`config.mk`:
```
export PLATFORM = sky130hd
export DESIGN_NAME = aec_expr_feeder
export DESIGN_NICKNAME = d
export VERILOG_FILES = /design/src/rtl/aec_pkg.sv /design/src/rtl/aec_char_classify.sv /design/src/rtl/aec_expr_feeder.sv
export SDC_FILE = /design/constraint.sdc
export NUM_CORES = 1
export LEC_CHECK = 0
export BUFFER_PORTS_ARGS = -buffer_cell sky130_fd_sc_hd__buf_2
export CORE_MARGIN = 2
export CORE_UTILIZATION = 40
export DETAILED_ROUTE_END_ITERATION = 6
export GPL_TIMING_DRIVEN = 0
export PLACE_DENSITY = 0.57
export RECOVER_POWER = 25
export SLEW_MARGIN = 20
export SYNTH_ARGS = -nofsm -noshare
export SYNTH_HDL_FRONTEND = slang
export SYNTH_HIERARCHICAL = 1
export SYNTH_SLANG_ARGS = --single-unit
```
`constraint.sdc`:
```
create_clock -name clk -period 8.9 [get_ports clk]
set_input_delay 1.78 -clock clk [delete_from_list [all_inputs] [get_ports clk]]
set_output_delay 1.78 -clock clk [all_outputs]
set_load 0.01 [all_outputs]
```
`src/rtl/aec_pkg.sv`:
```
// Shared constants and types for the AEC expression feeder: ASCII codes,
// character classes, error codes and FSM states.
package aec_pkg;

   localparam int unsigned DEPTH     = 16;
   localparam int unsigned MAX_DEPTH = 7;
   localparam int unsigned TIMEOUT   = 255;
   localparam int unsigned IDX_W     = 4;
   localparam int unsigned DEPTH_W   = 3;
   localparam int unsigned TIMER_W   = 8;
   localparam int unsigned BYTE_W    = 8;

   localparam logic [7:0] CH_LP    = 8'h28;
   localparam logic [7:0] CH_RP    = 8'h29;
   localparam logic [7:0] CH_MUL   = 8'h2A;
   localparam logic [7:0] CH_ADD   = 8'h2B;
   localparam logic [7:0] CH_SUB   = 8'h2D;
   localparam logic [7:0] CH_EQ    = 8'h3D;
   localparam logic [7:0] CH_SP    = 8'h20;
   localparam logic [7:0] CH_0     = 8'h30;
   localparam logic [7:0] CH_9     = 8'h39;
   localparam logic [7:0] CH_A     = 8'h61;
   localparam logic [7:0] CH_F     = 8'h66;

   typedef enum logic [2:0] {
      CLS_OPND,
      CLS_OP,
      CLS_LP,
      CLS_RP,
      CLS_EQ,
      CLS_SP,
      CLS_BAD
   } char_class_t;

   typedef enum logic [1:0] {
      ERR_ILLEGAL  = 2'd0,
      ERR_SYNTAX   = 2'd1,
      ERR_OVERFLOW = 2'd2,
      ERR_TIMEOUT  = 2'd3
   } err_code_t;

   typedef enum logic [2:0] {
      ST_IDLE,
      ST_COLLECT,
      ST_DISCARD,
      ST_SEND,
      ST_WAIT
   } state_t;

endpackage

```
`src/rtl/aec_char_classify.sv`:
```
// Combinational ASCII byte classifier for the expression feeder.
module aec_char_classify
   import aec_pkg::*;
(
   input  logic [7:0]  data,
   output char_class_t cls
);

   always_comb begin
      cls = CLS_BAD;
      if ((data >= CH_0 && data <= CH_9) || (data >= CH_A && data <= CH_F)) begin
         cls = CLS_OPND;
      end else begin
         case (data)
            CH_MUL, CH_ADD, CH_SUB: cls = CLS_OP;
            CH_LP:                  cls = CLS_LP;
            CH_RP:                  cls = CLS_RP;
            CH_EQ:                  cls = CLS_EQ;
            CH_SP:                  cls = CLS_SP;
            default:                cls = CLS_BAD;
         endcase
      end
   end

endmodule

```
`src/rtl/aec_expr_feeder.sv`:
```
// Host-side front end for AEC: buffers and checks one expression up to '=',
// replays it one char per cycle, then waits for AEC's result.
module aec_expr_feeder
   import aec_pkg::*;
(
   input  logic       clk,
   input  logic       rst,
   input  logic       in_valid,
   input  logic [7:0] in_data,
   output logic       in_ready,
   output logic       aec_ready,
   output logic [7:0] aec_ascii,
   input  logic       aec_valid,
   output logic       busy,
   output logic       err,
   output logic [1:0] err_code
);

   state_t                   state;
   char_class_t              cls;
   logic [BYTE_W-1:0]        buf_mem [DEPTH];
   logic [IDX_W-1:0]         wr_idx;
   logic [IDX_W-1:0]         rd_idx;
   logic [DEPTH_W-1:0]       depth;
   logic [TIMER_W-1:0]       timer;
   logic                     prev_opnd;

   logic                     xfer_c;
   logic                     bad_c;
   logic                     syn_c;
   logic                     ovf_c;
   logic [IDX_W-1:0]         rd_nxt_c;

   aec_char_classify u_classify (
      .data (in_data),
      .cls  (cls)
   );

   assign xfer_c   = in_valid & in_ready;
   assign rd_nxt_c = rd_idx + IDX_W'(1);

   // Grammar check of the incoming byte against the expression collected so far
   always_comb begin
      bad_c = (cls == CLS_BAD);
      if (prev_opnd) begin
         syn_c = !(cls == CLS_OP || cls == CLS_RP || cls == CLS_EQ);
      end else begin
         syn_c = !(cls == CLS_OPND || cls == CLS_LP);
      end
      if (cls == CLS_RP && depth == '0)                      syn_c = 1'b1;
      if (cls == CLS_LP && depth == DEPTH_W'(MAX_DEPTH))     syn_c = 1'b1;
      if (cls == CLS_EQ && depth != '0)                      syn_c = 1'b1;
      ovf_c = (cls != CLS_EQ) && (wr_idx == IDX_W'(DEPTH - 1));
   end

   always_ff @(posedge clk) begin
      if (!rst) begin
         state     <= ST_IDLE;
         in_ready  <= 1'b0;
         aec_ready <= 1'b0;
         aec_ascii <= '0;
         busy      <= 1'b0;
         err       <= 1'b0;
         err_code  <= '0;
         wr_idx    <= '0;
         rd_idx    <= '0;
         depth     <= '0;
         timer     <= '0;
         prev_opnd <= 1'b0;
         for (int i = 0; i < int'(DEPTH); i++) buf_mem[i] <= '0;
      end else begin
         err       <= 1'b0;
         aec_ready <= 1'b0;
         case (state)
            ST_IDLE, ST_COLLECT: begin
               in_ready <= 1'b1;
               if (xfer_c && cls != CLS_SP) begin
                  if (bad_c || syn_c || ovf_c) begin
                     err       <= 1'b1;
                     err_code  <= bad_c ? ERR_ILLEGAL : (syn_c ? ERR_SYNTAX : ERR_OVERFLOW);
                     wr_idx    <= '0;
                     depth     <= '0;
                     prev_opnd <= 1'b0;
                     // A rejected '=' already ends the expression; nothing left to discard
                     state     <= (cls == CLS_EQ) ? ST_IDLE : ST_DISCARD;
                  end else if (cls == CLS_EQ) begin
                     buf_mem[wr_idx] <= in_data;
                     state     <= ST_SEND;
                     in_ready  <= 1'b0;
                     busy      <= 1'b1;
                     aec_ready <= 1'b1;
                     aec_ascii <= buf_mem[0];
                     rd_idx    <= '0;
                  end else begin
                     buf_mem[wr_idx] <= in_data;
                     wr_idx    <= wr_idx + IDX_W'(1);
                     prev_opnd <= (cls == CLS_OPND || cls == CLS_RP);
                     if (cls == CLS_LP) depth <= depth + DEPTH_W'(1);
                     if (cls == CLS_RP) depth <= depth - DEPTH_W'(1);
                     state     <= ST_COLLECT;
                  end
               end
            end
            ST_DISCARD: begin
               in_ready <= 1'b1;
               if (xfer_c && cls == CLS_EQ) begin
                  for (int i = 0; i < int'(DEPTH); i++) buf_mem[i] <= '0;
                  state <= ST_IDLE;
               end
            end
            // wr_idx holds the index of the stored '=' while sending
            ST_SEND: begin
               if (rd_idx == wr_idx) begin
                  state     <= ST_WAIT;
                  aec_ascii <= '0;
                  timer     <= '0;
               end else begin
                  rd_idx    <= rd_nxt_c;
                  aec_ascii <= buf_mem[rd_nxt_c];
               end
            end
            ST_WAIT: begin
               if (aec_valid || timer == TIMER_W'(TIMEOUT - 1)) begin
                  if (!aec_valid) begin
                     err      <= 1'b1;
                     err_code <= ERR_TIMEOUT;
                  end
                  state     <= ST_IDLE;
                  busy      <= 1'b0;
                  in_ready  <= 1'b1;
                  wr_idx    <= '0;
                  rd_idx    <= '0;
                  depth     <= '0;
                  prev_opnd <= 1'b0;
                  for (int i = 0; i < int'(DEPTH); i++) buf_mem[i] <= '0;
               end else begin
                  timer <= timer + TIMER_W'(1);
               end
            end
            default: begin
               state    <= ST_IDLE;
               in_ready <= 1'b0;
               busy     <= 1'b0;
            end
         endcase
      end
   end

endmodule

```
==> results of run 1 <==
[layout make-up]
class	count	area, um^2	area share (%)
inverter	14	52.55	0.5742
multi-input combinational	462	3348	36.58
sequential	165	4584	50.09
clock buffer	17	425.4	4.648
tap	270	337.8	3.691
clock inverter	14	151.4	1.654
buffer	34	146.4	1.599
timing repair buffer	25	106.4	1.162
[flip-flops by register name, summed over array words and instances (netlist names)]
name	flops
depth	3
in_ready	1
buf_mem	128
aec_ready	1
rd_idx	4
state	3
err_code	2
timer	8
aec_ascii	8
wr_idx	4
busy	1
err	1
prev_opnd	1
[synthesized netlist by cell type (all sizes together) (2+ instances only)]
library cell | instances | area share (%)
nor4 | 4 | 0.38
o22ai | 2 | 0.15
clkbuf | 24 | 1.1
nor2 | 32 | 1.5
a21oi | 29 | 1.8
dfxtp | 37 | 9.0
edfxtp | 128 | 47
xor2 | 12 | 1.3
or4 | 3 | 0.28
o221a | 8 | 1.1
and2 | 131 | 10
nand2 | 64 | 2.9
o21ai | 26 | 1.7
a211oi | 6 | 0.61
nand3 | 16 | 0.98
nor3b | 2 | 0.38
xnor2 | 4 | 0.43
or3b | 2 | 0.21
mux2i | 2 | 0.24
and3b | 2 | 0.23
buf | 10 | 0.81
inv | 14 | 0.64
nand2b | 9 | 0.69
nor3 | 13 | 1.0
a22oi | 8 | 0.73
mux4 | 32 | 8.8
a31oi | 2 | 0.15
nand4 | 7 | 0.53
or3 | 6 | 0.53
ha | 9 | 1.4
and3 | 5 | 0.38
nand3b | 4 | 0.37
[power groups by stage]
stage / combinational (mW) / clock [mW] / sequential, mW
4_1_cts: 0.0836 / 0.738 / 0.859
3_5_place_dp: 0.0833 / 0 / 0.875
2_1_floorplan: 0.0494 / 0 / 0.872
5_1_grt: 0.0894 / 0.769 / 0.861
6_report: 0.0824 / 0.733 / 0.859
3_3_place_gp: 0.0812 / 0 / 0.874
[worst paths after layout]
check                                endpoint  slack, ns  depth (start not counted)
setup / recovery  buf_mem[0][5]$_SDFFCE_PN0P_       1.67                         15
hold / removal              busy$_SDFFE_PN0P_       0.47                          2
setup reg to reg  buf_mem[0][5]$_SDFFCE_PN0P_       4.71                         10
hold reg to reg             busy$_SDFFE_PN0P_       0.47                          2
[kinds of logic after synthesis]
kind of cell,after synthesis,share of synthesized area [%]
AO/OA/AOI/OAI,96,8.053
XOR/XNOR,16,1.711
multiplexers,35,9.184
flip-flops,165,55.99
AND/OR/NAND/NOR,305,20.87
adder cells (fa/ha/maj),10,1.620
buffers and inverters,48,2.567
[stage by stage]
stage	instance area (um^2)	total power, mW
after global placement	8651	0.9553
after detailed placement	8651	0.9588
after global routing	9153	1.719
final	9153	1.674
after floorplan	8188	0.9214
after CTS	9228	1.681
[layer usage]
| metal | global-route usage (%) | wire, um | part of all wire (%) | vias to the layer above |
|---|---|---|---|---|
| met3 | 4.689 | 1128 | 5.5 | 26 |
| met1 | 26.11 | 8935 | 44 | 2806 |
| met5 | 0 | 0 | 0 | - |
| met4 | 5.673 | 336 | 1.6 | 0 |
| li1 | - | - | - | 2568 |
| met2 | 32.92 | 10120 | 49 | 188 |
[worst min-delay path, stage by stage (launching register included)]
cell	delay [ns]
dfxtp_1	0.31
inv_1	0.05
a221oi_1	0.06
==> results.toml, run 1 <==
[outcome]
run_status = "finished clean"

[timing]
transition_time_at_the_pin_with_the_least_slew_margin_ns = 1.365
final.hold.worst_slack_ns = 0.4743
final_critical_delay_including_setup_and_external_delays_ns = 7.233
hold_viol = 0
setup-tns-final_ns = 0
timing.clock.skew_ns = 0.01610
finalWorstSetupSlack_ns = 1.667
grt_setup_unrepaired = "false"
max_freq_ghz = 0.1383
setup_viol_count_final = 0
period_share_pct = 81.27
final_max_slew_viol_count = 0
maxSlewHeadroom_pct = 8.217

[critical_path]
timing.critical_path.from = "in_data[1]"
worst_path_dominant_cell_family = "simple AND/OR/NAND/NOR gates"
worstPathMaxFanout = 14
path_buf_inv = 1
endpoint_kind = "flip-flop"
data_arrival_time_of_the_worst_path_ns = 7.31
timing.setup.critical_path_class = "input port to flip-flop"
rr_startpoint = "depth[0]$_SDFFE_PN0P_"
cpPeakStageDelay_ns = 0.69
worst-endpoint-required_ns = 8.98
crit_path_top_delay_cell = "nor3_1"
crit_path_cell_trace = "clkbuf_1 -> or3_1 -> nand4_1 -> a21oi_1 -> a31oi_1 -> nor3b_1 -> a211oi_1 -> or3_1 -> nor2_1 -> ha_1 -> nor2_1 -> nor4_1 -> nand2_1 -> nor3_1 -> nand2b_1"
start_kind = "input port"

[synth]
async_flop_share_pct = 0
mappedNetlistNets = 697
synth.yosys.seq_area_share_pct = 55.99
synth.distinct_cells = 67
yosysWarningCount = 6
postSynthAreaPerCell_um2 = 12.13
syn_area_um2 = 8188
ys_dominant_reg_cell = "edfxtp_1"
postSynthCellCount = 675
postSynthRegisterBits = 165
edff_count_synth = 128

[pwr]
p_int_mw = 1.288
power_density_nw_per_um2 = 182.9
max-vdd-ir-drop_uv = 93.68
leakage_nw = 3.241
swShare_pct = 23.06
p_seq_share_pct = 51.3
switching_power_mw = 0.3861
power.share.clock_pct = 43.8
logic_pwr_share_pct = 4.9

[grt]
number_of_global_route_vias_before_repair = 5562
pin_count_of_the_biggest_net_entering_global_routing = 17
track_usage_pct = 19.82
grt_first_pass_wirelength_mm = 31.86
antenna_found_initial = 0
globalRouteOverflowTotal = 0

[placed_design]
place.gp.congestion = 0.8286
placed_cells = 970
detailed_place_hpwl_mm = 14.16
pre_cts_slack_ns = 2.170
io_buffer_count = 25

[die]
initial_standard_cell_utilization_of_the_core_pct = 40.60
placeableCoreArea_um2 = 20170
top_level_ports = 26
dieHeight_um = 147.1
die-width_um = 147.1
die_area_um2 = 21630
fp-row-count = 52

[detailed_routing]
ant_nets = 0
detail_route.iter0.violations = 582
drc_errors = 0
aggregate_routed_wire_length_mm = 20.52
wl_per_cell_um = 20.50
dr_pass1_iterations = 5
via_count = 5588
vias_per_cell = 5.582

[clock_tree]
post-cts-setup-buffer-count = 0
cts-hold-fix-buffers = 0
clk_latency_ns = 0.43
post_cts_resize_count = 0
cts_htree_levels = 4
clk_pin_slew_ns = 0.06
root_buffer = "clkbuf_16"
clock_tree.buffer_depth = 2
tritoncts = "built"
numClockSinks = 165
cts_made_buffers = 17

[layout]
fillers = 1876
final_cell_mix = "128 x edfxtp_1, 117 x and2_1, 64 x nand2_1"
area.growth.synth_to_final_pct = 11.78
finalNetCount = 741
instances_no_fill = 1001
final_core_utilization_pct = 45.38
final_common_cell = "edfxtp_1"
final_layout_size_suffix_gt1_share_pct = 13.95
antennaDiodeCount = 0

[worst_hold_path]
worst_hold_startpoint = "busy$_SDFFE_PN0P_"
kind_of_path_behind_the_tightest_hold_check = "flip-flop to flip-flop"

[job]
max-cap-violations = 0
Power figures use the tool's default switching activity.
==> run 2: changes to the inputs <==
- PLACE_DENSITY: 0.57 -> 0.59
- clock period: 8.9 -> 6.4 ns (I/O delays scaled with it)
==> run 2 against run 1 <==
Effect of this change: die area stayed put; clock power is 47% higher; routed wire length decreased by 1.1%; worst setup slack got worse by 1.1 ns; global-route usage is 0.27 points lower; worst hold slack lost 0.0015 ns; register-to-register slack worse by 2.2 ns; count of clock-buffer cells in the layout stayed put; cell count hardly changed; critical path depth is the same; critical endpoint is now buf_mem[2][6]$_SDFFCE_PN0P_; largest power group unchanged.
==> results.toml, run 2 (synthesis gave the netlist of run 1 again) <==
[die]
top_level_ports = 26
fp-row-count = 52
placeableCoreArea_um2 = 20170
die_area_um2 = 21630
dieHeight_um = 147.1
initial_standard_cell_utilization_of_the_core_pct = 40.60
die-width_um = 147.1

[timing]
grt_setup_unrepaired = "false"
setup-tns-final_ns = 0
transition_time_at_the_pin_with_the_least_slew_margin_ns = 1.375
timing.clock.skew_ns = 0.005554
hold_viol = 0
max_freq_ghz = 0.1701
final_max_slew_viol_count = 0
final_critical_delay_including_setup_and_external_delays_ns = 5.877
maxSlewHeadroom_pct = 7.581
period_share_pct = 91.83
setup_viol_count_final = 0

[critical_path]
worstPathMaxFanout = 14
worst-endpoint-required_ns = 6.47
start_kind = "input port"
crit_path_top_delay_cell = "nor3_2"
cpPeakStageDelay_ns = 0.61
timing.critical_path.mode_cell = "nor2_1"
crit_path_cell_trace = "buf_2 -> or3_1 -> nand4_1 -> a21oi_1 -> a31oi_1 -> nor3b_4 -> a211oi_1 -> or3_4 -> nor2_1 -> ha_1 -> nor2_1 -> nor4_2 -> nand2_1 -> nor3_2 -> nand2b_1"
data_arrival_time_of_the_worst_path_ns = 5.95
timing.setup.critical_path_class = "input port to flip-flop"
endpoint_kind = "flip-flop"

[grt]
track_usage_pct = 19.55
antenna_found_initial = 0
globalRouteOverflowTotal = 0
pin_count_of_the_biggest_net_entering_global_routing = 17
number_of_global_route_vias_before_repair = 5654
grt_first_pass_wirelength_mm = 31.50

[layout]
area.growth.synth_to_final_pct = 12.48
finalNetCount = 741
final_core_utilization_pct = 45.66
final_layout_size_suffix_gt1_share_pct = 14.62
antennaDiodeCount = 0
final_common_cell = "edfxtp_1"
top_register = "buf_mem"
max_reg_flops = 128
final_cell_mix = "128 x edfxtp_1, 110 x and2_1, 64 x nand2_1"
top_regs = "buf_mem: 128 flops, aec_ascii: 8 flops, timer: 8 flops"

[clock_tree]
root_buffer = "clkbuf_16"
post-cts-setup-buffer-count = 0
post_cts_resize_count = 0
tritoncts = "built"
clk_latency_ns = 0.43
clock_tree.buffer_depth = 2
cts_made_buffers = 17
numClockSinks = 165
clk_pin_slew_ns = 0.06
cts-hold-fix-buffers = 0
cts_htree_levels = 4

[worst_hold_path]
kind_of_path_behind_the_tightest_hold_check = "flip-flop to flip-flop"

[placed_design]
place.gp.congestion = 0.8318
detailed_place_hpwl_mm = 14.09
io_buffer_count = 25

[detailed_routing]
wl_per_cell_um = 20.26
drc_errors = 0
via_count = 5548
ant_nets = 0
dr_pass1_iterations = 5
aggregate_routed_wire_length_mm = 20.30
vias_per_cell = 5.537
detail_route.iter0.violations = 490

[pwr]
max-vdd-ir-drop_uv = 147.8
leakage_nw = 3.280
power_density_nw_per_um2 = 259.1

[outcome]
run_status = "finished clean"

[job]
max-cap-violations = 0
==> run 2: cell count changes in the layout (fill, tap and decap cells not counted), moves of 2 or more <==
cell / previous run / this run
and2_1: 117 / 110
and2_0: 14 / 21
clkinvlp_4: 4 / 0
inv_6: 2 / 4
==> run 2: layout make-up <==
cell class                 instances  area, um^2
buffer                            34       146.4
clock buffer                      17       425.4
clock inverter                    15       190.2
fill                            1883       10960
inverter                          14       52.55
multi-input combinational        462        3366
sequential                       165        4584
tap                              270       337.8
timing repair buffer              25       107.6
==> run 2: worst paths after layout <==
path                         start                     endpoint  slack, ns  cells past startpoint
max                     in_data[1]  buf_mem[2][6]$_SDFFCE_PN0P_       0.52                     15
min              busy$_SDFFE_PN0P_            busy$_SDFFE_PN0P_       0.47                      2
max reg2reg  depth[0]$_SDFFE_PN0P_  buf_mem[2][6]$_SDFFCE_PN0P_       2.50                     10
min reg2reg      busy$_SDFFE_PN0P_            busy$_SDFFE_PN0P_       0.47                      2
==> run 2: per-layer routing <==
layer  global-route usage [%]  wire, um  vias to the layer above
li1                         -         -                     2561
met1                    25.82      8781                     2783
met2                    31.73      9814                      164
met3                    4.006      1096                       40
met4                    7.933       607                        0
met5                        0         0                        -
==> run 2: power by group <==
part / leakage, nW / switching (mW) / internal, mW
sequential: 1.62 / 0.0111 / 1.18
combinational: 1.35 / 0.0810 / 0.0324
clock: 0.306 / 0.455 / 0.625
==> run 2: critical path: cells and delay by family <==
family,cells,cell delay (ns)
buffers and inverters,1,0.21
adders and majority gates,1,0.25
and+or+nand+nor,10,3.46
AOI/OAI and AO/OA,3,0.75
==> run 2: per-stage QoR <==
stage	worst slack, ns	hold slack (ns)	area (um^2)	power (mW)	cells
2_1_floorplan	1.487	0.4549	8188	1.281	675
3_3_place_gp	0.04398	0.4592	8651	1.328	970
3_5_place_dp	0.1061	0.4633	8651	1.332	970
4_1_cts	0.5634	0.4741	9266	2.400	1002
5_1_grt	0.1462	0.5067	9210	2.457	1002
6_report	0.5227	0.4729	9210	2.387	1002
